==> config.mk <==
export PLATFORM = sky130hd
export DESIGN_NAME = jk_mod_counter
export DESIGN_NICKNAME = d
export VERILOG_FILES = /design/src/rtl/jk_pkg.sv /design/src/rtl/jk_excitation.sv /design/src/rtl/jk_mod_counter.sv
export SDC_FILE = /design/constraint.sdc
export NUM_CORES = 1
export LEC_CHECK = 0
export CELL_PAD_IN_SITES_DETAIL_PLACEMENT = 2
export CELL_PAD_IN_SITES_GLOBAL_PLACEMENT = 2
export CORE_UTILIZATION = 22
export CTS_CLUSTER_DIAMETER = 150
export DETAILED_ROUTE_END_ITERATION = 12
export PLACE_DENSITY = 0.7
export SKIP_LAST_GASP = 1
export SYNTH_ARGS = -nofsm -noshare
export SYNTH_HDL_FRONTEND = slang
export SYNTH_HIERARCHICAL = 1
export SYNTH_SLANG_ARGS = --single-unit
==> constraint.sdc <==
create_clock -name clk -period 2.8 [get_ports clk]
set_clock_uncertainty 0.2 [all_clocks]
set_input_delay 0.56 -clock clk [delete_from_list [all_inputs] [get_ports clk]]
set_output_delay 0.56 -clock clk [all_outputs]
set_load 0.02 [all_outputs]
==> src/rtl/jk_pkg.sv <==
// JK flip-flop helpers: command encoding, characteristic equation and the
// fixed excitation map used by the counter (never issues toggle).
package jk_pkg;

    typedef enum logic [1:0] {
        JK_HOLD = 2'b00,
        JK_RST  = 2'b01,
        JK_SET  = 2'b10,
        JK_TGL  = 2'b11
    } jk_cmd_e;

    function automatic logic jk_next(input logic q, input jk_cmd_e cmd);
        case (cmd)
            JK_HOLD: return q;
            JK_RST:  return 1'b0;
            JK_SET:  return 1'b1;
            default: return ~q;
        endcase
    endfunction

    function automatic jk_cmd_e jk_excite(input logic q, input logic d);
        if (~q & d) return JK_SET;
        if (q & ~d) return JK_RST;
        return JK_HOLD;
    endfunction

endpackage

==> src/rtl/jk_excitation.sv <==
// Single-bit excitation: drives J/K so that a JK bit at q moves to d.
module jk_excitation
    import jk_pkg::*;
(
    input  logic q,
    input  logic d,
    output logic j,
    output logic k
);

    jk_cmd_e cmd;

    assign cmd = jk_excite(q, d);
    assign j   = cmd[1];
    assign k   = cmd[0];

endmodule

==> src/rtl/jk_mod_counter.sv <==
// Modulo-MOD up/down counter built on a bank of JK bits; next state is
// chosen first, then translated into per-bit J/K commands.
module jk_mod_counter
    import jk_pkg::*;
#(
    parameter int WIDTH = 4,
    parameter int MOD   = 10
) (
    input  logic             clk,
    input  logic             rst,
    input  logic             en,
    input  logic             up_dn,
    input  logic             load,
    input  logic [WIDTH-1:0] load_val,
    output logic [WIDTH-1:0] q,
    output logic [WIDTH-1:0] q_n,
    output logic [WIDTH-1:0] j_mon,
    output logic [WIDTH-1:0] k_mon,
    output logic             tc,
    output logic             load_err
);

    if (MOD < 2 || MOD > (1 << WIDTH)) begin : g_bad_mod
        $error("jk_mod_counter: MOD must lie in 2 .. 2**WIDTH");
    end

    localparam logic [WIDTH:0]   MOD_EXT = (WIDTH + 1)'(MOD);
    localparam logic [WIDTH-1:0] TOP     = WIDTH'(MOD - 1);

    logic [WIDTH-1:0] d;
    logic             wrap;
    logic             load_ok;

    assign load_ok = {1'b0, load_val} < MOD_EXT;

    // q >= MOD only happens after a fault; an up-count then falls back to 0 as a wrap.
    always_comb begin
        d    = q;
        wrap = 1'b0;
        if (load) begin
            d = load_ok ? load_val : '0;
        end else if (en) begin
            if (up_dn) begin
                if (q >= TOP) begin
                    d    = '0;
                    wrap = 1'b1;
                end else begin
                    d = q + WIDTH'(1);
                end
            end else begin
                if (q == '0) begin
                    d    = TOP;
                    wrap = 1'b1;
                end else begin
                    d = q - WIDTH'(1);
                end
            end
        end
    end

    for (genvar i = 0; i < WIDTH; i++) begin : g_exc
        jk_excitation u_exc (
            .q (q[i]),
            .d (d[i]),
            .j (j_mon[i]),
            .k (k_mon[i])
        );
    end

    always_ff @(posedge clk or posedge rst) begin
        if (rst) begin
            q        <= '0;
            tc       <= 1'b0;
            load_err <= 1'b0;
        end else begin
            for (int i = 0; i < WIDTH; i++) begin
                q[i] <= jk_next(q[i], jk_cmd_e'({j_mon[i], k_mon[i]}));
            end
            tc       <= wrap;
            load_err <= load & ~load_ok;
        end
    end

    assign q_n = ~q;

endmodule

### Yosys cells after proc, flatten, opt, wreduce, memory -nomap -nowiden

Index checks and enable logic that the tools add are counted.

| cells by class | value |
|---|---|
| add/subtract/negate cells | 2 |
| order comparisons | 2 |
| equal/unequal tests | 8 |
| muxes and demuxes | 43 |
| bitwise logic cells | 19 |
| reduce and logical (&&, ||, !) cells | 5 |

Operator list:

| kind | count |
|---|---|
| $mux W2 | 16 |
| $mux W4 | 6 |
| $mux W1 | 17 |
| $pmux W1 S3 | 4 |
| $and A1 B1 Y1 | 9 |
| $not A1 Y1 | 9 |
| $eq A2 B1 Y1 const B | 4 |
| $eq A2 B2 Y1 const B | 4 |
| $logic_not A2 Y1 | 4 |
| $add A4 B1 Y4 const B | 1 |
| $ge A4 B4 Y1 const B | 1 |
| $logic_not A4 Y1 | 1 |
| $lt A4 B4 Y1 const B | 1 |
| $not A4 Y4 | 1 |
| $sub A4 B1 Y4 const B | 1 |

| storage, ports and cells | value |
|---|---|
| flip-flop bits (word level) | 6 |
| input port bits | 9 |

### Longest topological paths before layout

Gate-level depths: netlist (run 1).

| depth | value |
|---|---|
| depth after elaboration | 13 |
| mapped depth | 11 |
| gate-level depth less buffers | 11 |

### Hierarchy

The synthesis (run 1) kept the hierarchy.

Modules (own cells, without submodules):

| module | instances | cells each | area each (um^2) | sequential area each (um^2) |
|---|---|---|---|---|
| jk_mod_counter | 1 | 87 | 728.2 | 150.1 |
| jk_excitation | 4 | 2 | 15.0 | 0.0 |

### Worst setup path after synthesis (run 1)

Ideal clock, no wire load.

| timing | value |
|---|---|
| path type | reg-to-reg |
| start point | register q[0] |
| end point | register q[0] |
| setup time | 0.094 ns |
| data arrival time | 2.965 ns |
| data required time | 2.506 ns |
| setup slack | -0.459 ns |
| cell stages (with the launch flop) | 12 |
| path buffers | 0 |
| clock period less this slack | 3.259 ns |
| path through | dfrtp_1 inv_1 ha_1 or3b_4 a21oi_1 nor2_1 a211oi_1 nor2b_1 inv_1 ha_1 nor3b_1 a211oi_1 |

| between the ends | value |
|---|---|
| cells in the longest elaborated chain, start to end | 13 |
| elaborated cells between the ends (all ways) | 23 |
| those cells by class | 2 x add/sub; 1 x order compare; 2 x eq/ne; 12 x mux; 4 x bitwise; 2 x reduce/logical |

Ends and longest elaborated chain:

| what | RTL line | source |
|---|---|---|
| from (decl) | jk_mod_counter.sv:15 | `output logic [WIDTH-1:0] q,` |
| from (signal, indexed assignment) | jk_mod_counter.sv:77 | `q[i] <= jk_next(q[i], jk_cmd_e'({j_mon[i], k_mon[i]}));` |
| $sub A4 B1 Y4, or another cell as far along | jk_mod_counter.sv:55 | `d = q - WIDTH'(1);` |
| $mux W4 (on tied branches) | jk_mod_counter.sv:51, jk_mod_counter.sv:44 |  |
| $mux W4 | jk_mod_counter.sv:43 | `if (up_dn) begin` |
| $mux W4 (*) | jk_mod_counter.sv:42 | `end else if (en) begin` |
| $mux W4 (*) | jk_mod_counter.sv:40 | `if (load) begin` |
| via d[0] | jk_mod_counter.sv:30 | `logic [WIDTH-1:0] d;` |
| $not A1 Y1 | jk_pkg.sv:23 | `if (q & ~d) return JK_RST;` |
| $and A1 B1 Y1 | jk_pkg.sv:23 |  |
| $mux W1 (2 in a row) | jk_pkg.sv:23 |  |
| $mux W2 | jk_pkg.sv:24 | `return JK_HOLD;` |
| $mux W2 (*) | jk_pkg.sv:23 |  |
| via j_mon[0] | jk_mod_counter.sv:17 | `output logic [WIDTH-1:0] j_mon,` |
| $eq A2 B2 Y1, or another cell as far along | jk_pkg.sv:13 | `case (cmd)` |
| $pmux W1 S3 | jk_pkg.sv:13 |  |

The timed path passes the listed nets; every way through them passes the cells marked *. The select of a mux whose other input is x is not followed.
A chain may end at the register's enable or synchronous reset.

### Worst setup path in the final report (run 1)

| timing | value |
|---|---|
| start point | register q[1] |
| end point | output port k_mon[3] |

| between the ends | value |
|---|---|
| cells in the longest elaborated chain, start to end | 11 |
| elaborated cells between the ends (all ways) | 18 |
| those cells by class | 2 x add/sub; 1 x order compare; 11 x mux; 3 x bitwise; 1 x reduce/logical |

Ends and longest elaborated chain:

| what | RTL line | source |
|---|---|---|
| $sub A4 B1 Y4, or another cell as far along | jk_mod_counter.sv:55 |  |
| $mux W4 (on tied branches) | jk_mod_counter.sv:51, jk_mod_counter.sv:44 |  |
| $mux W4 (*) | jk_mod_counter.sv:43 |  |
| $mux W4 (*) | jk_mod_counter.sv:42 |  |
| $mux W4 (*) | jk_mod_counter.sv:40 |  |
| via d[3] | jk_mod_counter.sv:30 |  |
| $not A1 Y1 | jk_pkg.sv:23 |  |
| $and A1 B1 Y1 | jk_pkg.sv:23 |  |
| $mux W1 (2 in a row) | jk_pkg.sv:23 |  |
| $mux W2 | jk_pkg.sv:24 |  |
| $mux W2 (*) | jk_pkg.sv:23 |  |
| to (decl) | jk_mod_counter.sv:18 | `output logic [WIDTH-1:0] k_mon,` |

Marked as above.

==> flow_metrics.py, run 1 <==
metrics = {
    "routing": {
        "routed_via_density": 4.74,
        "drc": 0,
        "wl_per_cell_um": 17.7,
        "vias": 963,
        "first_pass_iters": 4,
        "ant_nets": 0,
        "routed_wirelength_um": 3600,
        "drtIter0Drc": 8,
    },
    "clock_network": {
        "cts.clk_slew.worst_paths_ps": 50,
        "cts_tree": "built",
        "insertion_delay_ps": 240,
        "numCtsBuffers": 3,
        "clock_path_buffers": 2,
        "cts.sinks": 6,
        "hold_buffers": 0,
        "cts_root_buffer": "clkbuf_4",
        "h-tree-depth": 1,
    },
    "timing": {
        "finalMaxSlewViolations": 0,
        "final-hold-violation-count": 0,
        "fmax_mhz": 331,
        "fin_ws_ps": -221,
        "finalCritPeriodShare_pct": 108,
        "rsz0062_at_grt": "yes",
        "min_period_ps": 3020,
        "timing.slew.headroom_pct": 80.8,
        "whs_ps": 346,
        "setup_viol": 11,
        "worstMarginPinSlew_ps": 287,
    },
    "global_route": {
        "grt_pass1_vias": 1011,
        "grt.total_usage_pct": 19.1,
        "antenna_found_initial": 0,
        "overflow": 0,
        "met2_usage_pct": 36.6,
        "grt_start_max_net_pins": 8,
        "use_met1_pct": 22.2,
        "grtUsageMet3_pct": 1.45,
        "grt.busiest_layer": "met2",
        "grt_pass1_wl_um": 5130,
    },
    "synthesis": {
        "synthMostInstantiatedCell": "inv_1",
        "yosys_warnings": 6,
        "ys_types": 30,
        "ys.flop_type": "dfrtp_1",
        "ys_ff_latch": 6,
        "synth_seq_area_share_pct": 19.0,
        "syn_inst": 95,
        "synth_area_sq_um": 788,
        "post-synth-top-area-fraction_pct": 19.0,
        "synth_area_leaders": "dfrtp_1 (19%), ha_1 (19%), inv_1 (7.1%)",
        "synthArstFlopShare_pct": 100,
        "syn_nets": 116,
        "yosysTopAreaCell": "dfrtp_1",
        "synth.avg_cell_area_sq_um": 8.30,
        "synthTopCellsByCount": "inv_1 (15), ha_1 (12), a21oi_1 (6), dfrtp_1 (6)",
        "synth_edf_count": 0,
    },
    "floorplanning": {
        "coreArea_sq_um": 3390,
        "die_y_um": 61.9,
        "fp-row-count": 21,
        "initial_core_util_pct": 23.3,
        "ioPinCount": 27,
        "die-area_sq_um": 3830,
        "die_x_um": 61.9,
    },
    "outcome": {
        "status": "complete, but fails checks",
        "violations": "setup timing",
    },
    "worst_setup_path": {
        "required_ps": 2040,
        "reg2reg_slack_ps": -110,
        "path_max_fanout": 4,
        "cp-end-kind": "primary output",
        "cp-start-kind": "flop",
        "r2r_cells": 12,
        "r2r-start": "q[1]",
        "r2r-end": "q[3]",
        "critical_path_arrival_ps": 2260,
        "critPathKind": "reg -> out",
    },
    "placed_design": {
        "io_buffers": 26,
        "place_hpwl_um": 2520,
        "place_inst": 193,
        "globalplace.congestion": 0.773,
        "dpl_worst_slack_ps": -568,
    },
    "final_layout": {
        "diodes": 0,
        "drive_above_1_share_pct": 51.6,
        "areaGrowthSynthToFinish_pct": 95.7,
        "finish.utilization_pct": 45.5,
        "nets": 179,
        "final_cells": 203,
    },
    "power": {
        "max-vdd-ir-drop_mv": 0.509,
        "leakage_uw": 0.000683,
        "p_per_area_nw_per_um2": 1140,
    },
    "flow_run": {
        "drv_cap": 0,
    },
    "min_path": {
        "min_path_type": "in -> async",
    },
}
power breakdown:
| part | switching (uW) | internal, uW | leakage [uW] |
|---|---|---|---|
| Sequential | 43.4 | 125 | 0.0000715 |
| Clock | 31.5 | 54.0 | 0.0000150 |
| Combinational | 747 | 756 | 0.000597 |
per-layer routing:
| metal | wire length, um | part of all wire [%] |
|---|---|---|
| met1 | 1450 | 40 |
| met2 | 1980 | 55 |
| met3 | 101 | 2.8 |
| met4 | 65 | 1.8 |
| met5 | 0 | 0 |
critical path, cell delays in order (launching register included):
cell      delay (ps)
dfrtp_2          430
inv_4             90
ha_4             130
or3b_4           410
a21boi_2         190
buf_4            150
nand2_2           50
a22oi_2          180
and2b_2          260
buf_6            130
how the worst max path moves through the flow:
stage	from	depth (start not counted)	endpoint	slack, ps
after floorplan	q[0]	11	q[0]	8
after global placement	load	6	j_mon[0]	-450
after detailed placement	load	6	j_mon[3]	-570
after CTS	q[0]	7	k_mon[2]	-220
after global routing	q[1]	9	k_mon[3]	-330
final	q[1]	9	k_mon[3]	-220
flip-flops by register name, indices dropped and copies added, names as in the netlist:
signal    cells
q             4
tc            1
load_err      1
placed cells by master (no fill, tap or decap), types with 2 or more instances in the layout:
cell             synthesis  final
nor3b_1                  4      2
a22oi_2                  0      2
buf_6                    2      9
nand3_1                  2      2
a21oi_1                  6      6
inv_4                    0      2
inv_1                   15     10
a211oi_2                 1      3
a211oi_1                 4      2
xnor2_1                  2      2
clkbuf_4                 0      3
clkdlybuf4s50_1          0     18
nand2b_1                 3      3
ha_4                     0      4
dfrtp_2                  0      2
ha_1                    12      6
and2b_2                  4      4
inv_2                    0      3
nor3_1                   5      5
buf_4                    1     33
nor2_1                   5      5
nand2_1                  3      2
nor2b_4                  0      4
dfrtp_1                  6      4
o21bai_1                 3      3
ha_2                     0      2
area by class of cell:
| type | count | area, sq um |
|---|---|---|
| fillers | 385 | 1850 |
| well taps | 46 | 57.6 |
| repair buffers | 61 | 534 |
| inverters | 15 | 61.3 |
| flip-flops and latches | 6 | 153 |
| clock buffers | 4 | 26.3 |
| multi-input cells | 71 | 711 |
cells by family after synthesis:
family / count (synthesis) / share of synthesized area, %
and+or+nand+nor: 34 / 26.0
DFF: 6 / 19.0
buffers and inverters: 18 / 11.0
xor gates and xnor gates: 2 / 2.22
AOI/OAI and AO/OA: 22 / 21.4
muxes: 1 / 1.27
adders and majority gates: 12 / 19.0
stage by stage:
step	setup TNS (ps)	area, sq um	total power, uW
4_1_cts	-1490	1400	1530
3_5_place_dp	-4540	1340	1400
3_3_place_gp	-3670	1340	1340
6_report	-1290	1540	1760
2_1_floorplan	0	838	834
5_1_grt	-2620	1540	1880
what timing repair did:
| action | in CTS | in global routing |
|---|---|---|
| endpoints found under the hold margin | 0 | 0 |
| setup endpoints to repair | 11 | 12 |
| gates resized for setup | 47 | 22 |
| buffers inserted | 2 | 4 |
| pin swaps | 9 | 11 |
Power figures use the tool's default switching activity.
==> run 2, diff against run 1 <==
PLACE_DENSITY = unset   (was 0.7)
PLACE_DENSITY_LB_ADDON = 0.08   (was unset)
==> flow_metrics.py, run 2 (same netlist as run 1, synthesis figures left out) <==
metrics = {
    "clock_network": {
        "cts.clk_slew.worst_paths_ps": 60,
        "hold_buffers": 0,
        "h-tree-depth": 1,
        "clock_path_buffers": 2,
        "insertion_delay_ps": 270,
        "numCtsBuffers": 3,
        "cts_tree": "built",
        "cts_root_buffer": "clkbuf_4",
        "cts.sinks": 6,
    },
    "final_layout": {
        "regMostFlops": "q",
        "register_area_sq_um": 153,
        "nFillCells": 370,
        "areaGrowthSynthToFinish_pct": 98.3,
        "final_cell_area_sq_um": 1560,
        "drive_above_1_share_pct": 54.8,
        "nets": 178,
        "multi_input_area_sq_um": 737,
        "layout_commonest_cell": "buf_4",
        "diodes": 0,
        "largest_registers": "q x4, load_err x1, tc x1",
        "mostFrequentLayoutCells": "buf_4 (32), clkdlybuf4s50_1 (18), inv_1 (9), buf_6 (9)",
        "largest_reg_flops": 4,
    },
    "timing": {
        "final-hold-violation-count": 0,
        "rsz0062_at_grt": "yes",
        "fmax_mhz": 333,
        "fin_ws_ps": -205,
        "worstMarginPinSlew_ps": 318,
        "whs_ps": 333,
        "min_period_ps": 3010,
        "finalCritPeriodShare_pct": 107,
        "finalMaxSlewViolations": 0,
        "timing.slew.headroom_pct": 78.6,
        "setup_viol": 10,
    },
    "worst_setup_path": {
        "required_ps": 2040,
        "r2r-end": "q[0]",
        "cp-start-kind": "flop",
        "cp_top_family": "simple AND/OR/NAND/NOR gates",
        "critPathKind": "reg -> out",
        "path_depth": 9,
        "cp_slowest_cell": "dfrtp_2",
        "path_buf_inv": 3,
        "r2r-start": "q[0]",
        "reg2reg_slack_ps": -80,
        "path_max_fanout": 4,
        "r2r_cells": 13,
        "critical_path_arrival_ps": 2250,
        "crit_chain": "inv_4 -> ha_4 -> or3b_4 -> a21boi_4 -> buf_6 -> nand2_2 -> a22oi_2 -> and2b_2 -> buf_6",
        "slowest_delay_ps": 450,
        "cp-end-kind": "primary output",
        "path_common_cell": "buf_6",
    },
    "global_route": {
        "overflow": 0,
        "grt.total_usage_pct": 17.7,
        "use_met1_pct": 18.9,
        "met2_usage_pct": 33.9,
        "grtUsageMet3_pct": 1.66,
        "antenna_found_initial": 0,
        "grt.busiest_layer": "met2",
        "grt_start_max_net_pins": 9,
        "grt_pass1_wl_um": 4750,
        "grt_pass1_vias": 1057,
    },
    "flow_run": {
        "drv_cap": 0,
    },
    "routing": {
        "routed_wirelength_um": 3020,
        "wl_per_cell_um": 15.0,
        "ant_nets": 0,
        "routed_via_density": 4.51,
        "vias": 907,
        "drtIter0Drc": 5,
        "drc": 0,
        "first_pass_iters": 3,
    },
    "floorplanning": {
        "fp-row-count": 21,
        "ioPinCount": 27,
        "initial_core_util_pct": 23.3,
        "coreArea_sq_um": 3390,
        "die-area_sq_um": 3830,
        "die_y_um": 61.9,
        "die_x_um": 61.9,
    },
    "power": {
        "clkPwrFrac_pct": 5.2,
        "leakage_uw": 0.000687,
        "p_comb_share_pct": 85.3,
        "p_switching_uw": 799,
        "p_per_area_nw_per_um2": 1120,
        "max-vdd-ir-drop_mv": 0.540,
        "p_sw_share_pct": 45.7,
        "intPower_uw": 948,
        "seqPwrFrac_pct": 9.6,
    },
    "min_path": {
        "min_path_type": "in -> async",
    },
    "outcome": {
        "status": "complete, but fails checks",
        "violations": "setup timing",
    },
    "placed_design": {
        "io_buffers": 26,
        "detailed_place.area_sq_um": 1310,
        "globalplace.congestion": 0.785,
        "place_hpwl_um": 2240,
    },
}
## run 2: changes by cell type in the layout (fill, tap and decap cells not counted), sizes merged
cell	delta
buf	-1
clkbuf	-1
inv	-1
clkinv	+1
## run 2: timing repair
| action | CTS | global route |
|---|---|---|
| resized for setup | 64 | 14 |
| pin swaps | 12 | 9 |
| setup buffers | 6 | 5 |
| setup endpoints to repair | 12 | 12 |
## run 2: power by group through the flow
stage | clock (uW) | combinational, uW | sequential (uW)
2_1_floorplan | 0 | 604 | 230
3_3_place_gp | 0 | 1150 | 163
3_5_place_dp | 0 | 1190 | 164
4_1_cts | 91.4 | 1350 | 166
5_1_grt | 96.1 | 1620 | 173
6_report | 90.2 | 1490 | 167
## run 2: area by class of cell
cell class,count,area share (%)
well taps,46,3.68
inverters,15,4.24
repair buffers,60,33.7
multi-input cells,71,47.2
flip-flops and latches,6,9.77
clock buffers,3,1.44
## run 2: stage by stage
step	TNS, ps	utilization (%)	power, uW	std cells	setup WS (ps)
2_1_floorplan	0	-	834	95	7.88
3_3_place_gp	-4070	38.5	1310	188	-503
3_5_place_dp	-4500	38.5	1350	188	-546
4_1_cts	-1860	43.2	1610	197	-252
5_1_grt	-2530	46.1	1890	201	-294
6_report	-1400	46.1	1750	201	-205
## run 2: worst max-delay path by stage
stage	start	end	slack (ps)
floorplan	q[0]	q[0]	8
global placement	up_dn	k_mon[1]	-500
detailed placement	en	j_mon[0]	-550
CTS	q[0]	j_mon[2]	-250
global route	q[0]	j_mon[2]	-290
finish	q[0]	k_mon[3]	-210
## run 2: metal layers
layer,up-vias,share of wire (%)
met2,17,56
met4,0,2.1
met3,5,1.7
li1,448,-
met1,437,40
met5,-,0
## run 2: worst register-to-register path: cells and delay by family (launching register included)
family,cells,cell delay (ps)
compound gates,3,590
flops,1,450
simple gates,4,820
fa+ha+maj,2,410
buf+inv,4,310
==> run 3, diff against run 2 <==
CORE_MARGIN = 3   (was unset)
CTS_BUF_LIST = sky130_fd_sc_hd__clkbuf_16   (was unset)
==> flow_metrics.py, run 3 (same netlist as run 1, synthesis figures left out) <==
metrics = {
    "outcome": {
        "status": "complete, but fails checks",
        "violations": "setup timing",
    },
    "timing": {
        "setup_viol": 11,
        "fmax_mhz": 332,
        "whs_ps": 374,
        "finalMaxSlewViolations": 0,
        "timing.slew.headroom_pct": 80.1,
        "fin_ws_ps": -213,
        "min_period_ps": 3010,
        "finalCritPeriodShare_pct": 108,
        "rsz0062_at_grt": "yes",
        "worstMarginPinSlew_ps": 298,
        "final-hold-violation-count": 0,
    },
    "power": {
        "max-vdd-ir-drop_mv": 0.463,
        "leakage_uw": 0.000717,
        "p_per_area_nw_per_um2": 1180,
        "totalPowerFinal_uw": 1890,
    },
    "placed_design": {
        "place_inst": 189,
        "io_buffers": 26,
        "globalplace.congestion": 0.765,
        "dpl_worst_slack_ps": -555,
        "place_hpwl_um": 2380,
    },
    "global_route": {
        "overflow": 0,
        "use_met1_pct": 16.8,
        "grt.total_usage_pct": 16.3,
        "grt_start_max_net_pins": 9,
        "antenna_found_initial": 0,
        "grtUsageMet3_pct": 1.36,
        "met2_usage_pct": 33.4,
        "grt_pass1_vias": 1129,
        "grt_pass1_wl_um": 5410,
        "grt.busiest_layer": "met2",
    },
    "clock_network": {
        "cts.clk_slew.worst_paths_ps": 40,
        "h-tree-depth": 1,
        "cts_tree": "built",
        "cts.sinks": 6,
        "clock_path_buffers": 2,
        "hold_buffers": 0,
        "insertion_delay_ps": 230,
        "numCtsBuffers": 3,
        "cts_root_buffer": "clkbuf_16",
    },
    "worst_setup_path": {
        "cp_top_family": "simple AND/OR/NAND/NOR gates",
        "cp-end-kind": "primary output",
        "reg2reg_slack_ps": -130,
        "slowest_delay_ps": 440,
        "cp-start-kind": "flop",
        "critical_path_arrival_ps": 2250,
        "r2r-start": "q[0]",
        "r2r_cells": 14,
        "crit_path_start": "q[0]",
        "path_max_fanout": 4,
        "cp_slowest_cell": "dfrtp_2",
        "path_depth": 9,
        "critPathKind": "reg -> out",
        "path_buf_inv": 3,
        "required_ps": 2040,
        "crit_chain": "inv_4 -> ha_4 -> or3b_4 -> o221ai_2 -> o311ai_2 -> a22oi_2 -> buf_4 -> nor2b_4 -> buf_6",
    },
    "routing": {
        "first_pass_iters": 3,
        "routed_wirelength_um": 3270,
        "drtIter0Drc": 7,
        "wl_per_cell_um": 16.2,
        "vias": 928,
        "drc": 0,
        "routed_via_density": 4.59,
        "ant_nets": 0,
    },
    "final_layout": {
        "nets": 179,
        "drive_above_1_share_pct": 52.6,
        "largest_registers": "q x4, load_err x1, tc x1",
        "areaGrowthSynthToFinish_pct": 103,
        "largest_reg_flops": 4,
        "regMostFlops": "q",
        "layout_commonest_cell": "buf_4",
        "finish.utilization_pct": 47.3,
        "mostFrequentLayoutCells": "buf_4 (31), clkdlybuf4s50_1 (16), inv_1 (12), buf_6 (12), ha_1 (7)",
        "diodes": 0,
        "final_cells": 202,
        "nFillCells": 366,
    },
    "floorplanning": {
        "die_x_um": 65.9,
        "die_y_um": 65.9,
        "die-area_sq_um": 4340,
        "initial_core_util_pct": 23.3,
        "ioPinCount": 27,
        "fp-row-count": 21,
        "coreArea_sq_um": 3390,
    },
    "flow_run": {
        "drv_cap": 0,
    },
    "min_path": {
        "min_path_type": "in -> async",
    },
}
[run 3: changes by cell type in the layout (fill, tap and decap cells not counted), moves of 3 or more]
cell	change
clkbuf_4	-3
buf_6	+3
clkbuf_16	+3
ha_4	-3
inv_2	-3
inv_1	+3
[run 3: timing repair]
item,4_1_cts,5_1_grt
buffers inserted,7,3
pin swaps,8,9
resized for setup,55,22
cloned,0,0
setup endpoints to repair,12,12
[run 3: final timing paths]
check / endpoint
hold / removal: load_err
min in group clk: q[1]
setup / recovery: j_mon[2]
hold reg to reg: q[1]
max in group asynchronous: q[1]
setup reg to reg: q[3]
[run 3: where the power goes]
group	switching [uW]	internal [uW]	leakage, uW
Clock	52.5	184	0.0000370
Sequential	39.5	125	0.0000715
Combinational	720	768	0.000609
Total	812	1080	0.000717
[run 3: per-layer routing]
metal	vias to the layer above	share of wire [%]
li1	449	-
met1	458	38
met2	17	58
met3	4	2.4
met4	0	1.3
met5	-	0
[run 3: worst register-to-register path, cell delays in order, from the launching register on]
cell      delay, ps
dfrtp_2         440
inv_4            90
ha_4            130
or3b_4          420
a21boi_4        170
buf_6           120
nand2_2          50
a22oi_2         160
buf_4           140
nor2b_4         170
buf_6           110
inv_1            30
ha_1            290
nor3_1          210
a211oi_2         70
[run 3: final cells by class]
| cell class | instances | area, sq um | area share [%] |
|---|---|---|---|
| clock buffers | 3 | 75.1 | 4.68 |
| inverters | 15 | 63.8 | 3.98 |
| multi-input cells | 71 | 708 | 44.2 |
| flip-flops and latches | 6 | 153 | 9.52 |
| well taps | 46 | 57.6 | 3.59 |
| repair buffers | 61 | 546 | 34.0 |
[run 3: through the flow]
| stage | setup TNS, ps | instance area [sq um] |
|---|---|---|
| finish | -1450 | 1600 |
| CTS | -1590 | 1480 |
| detailed placement | -4690 | 1310 |
| floorplan | 0 | 838 |
| global placement | -3890 | 1310 |
| global route | -2790 | 1600 |
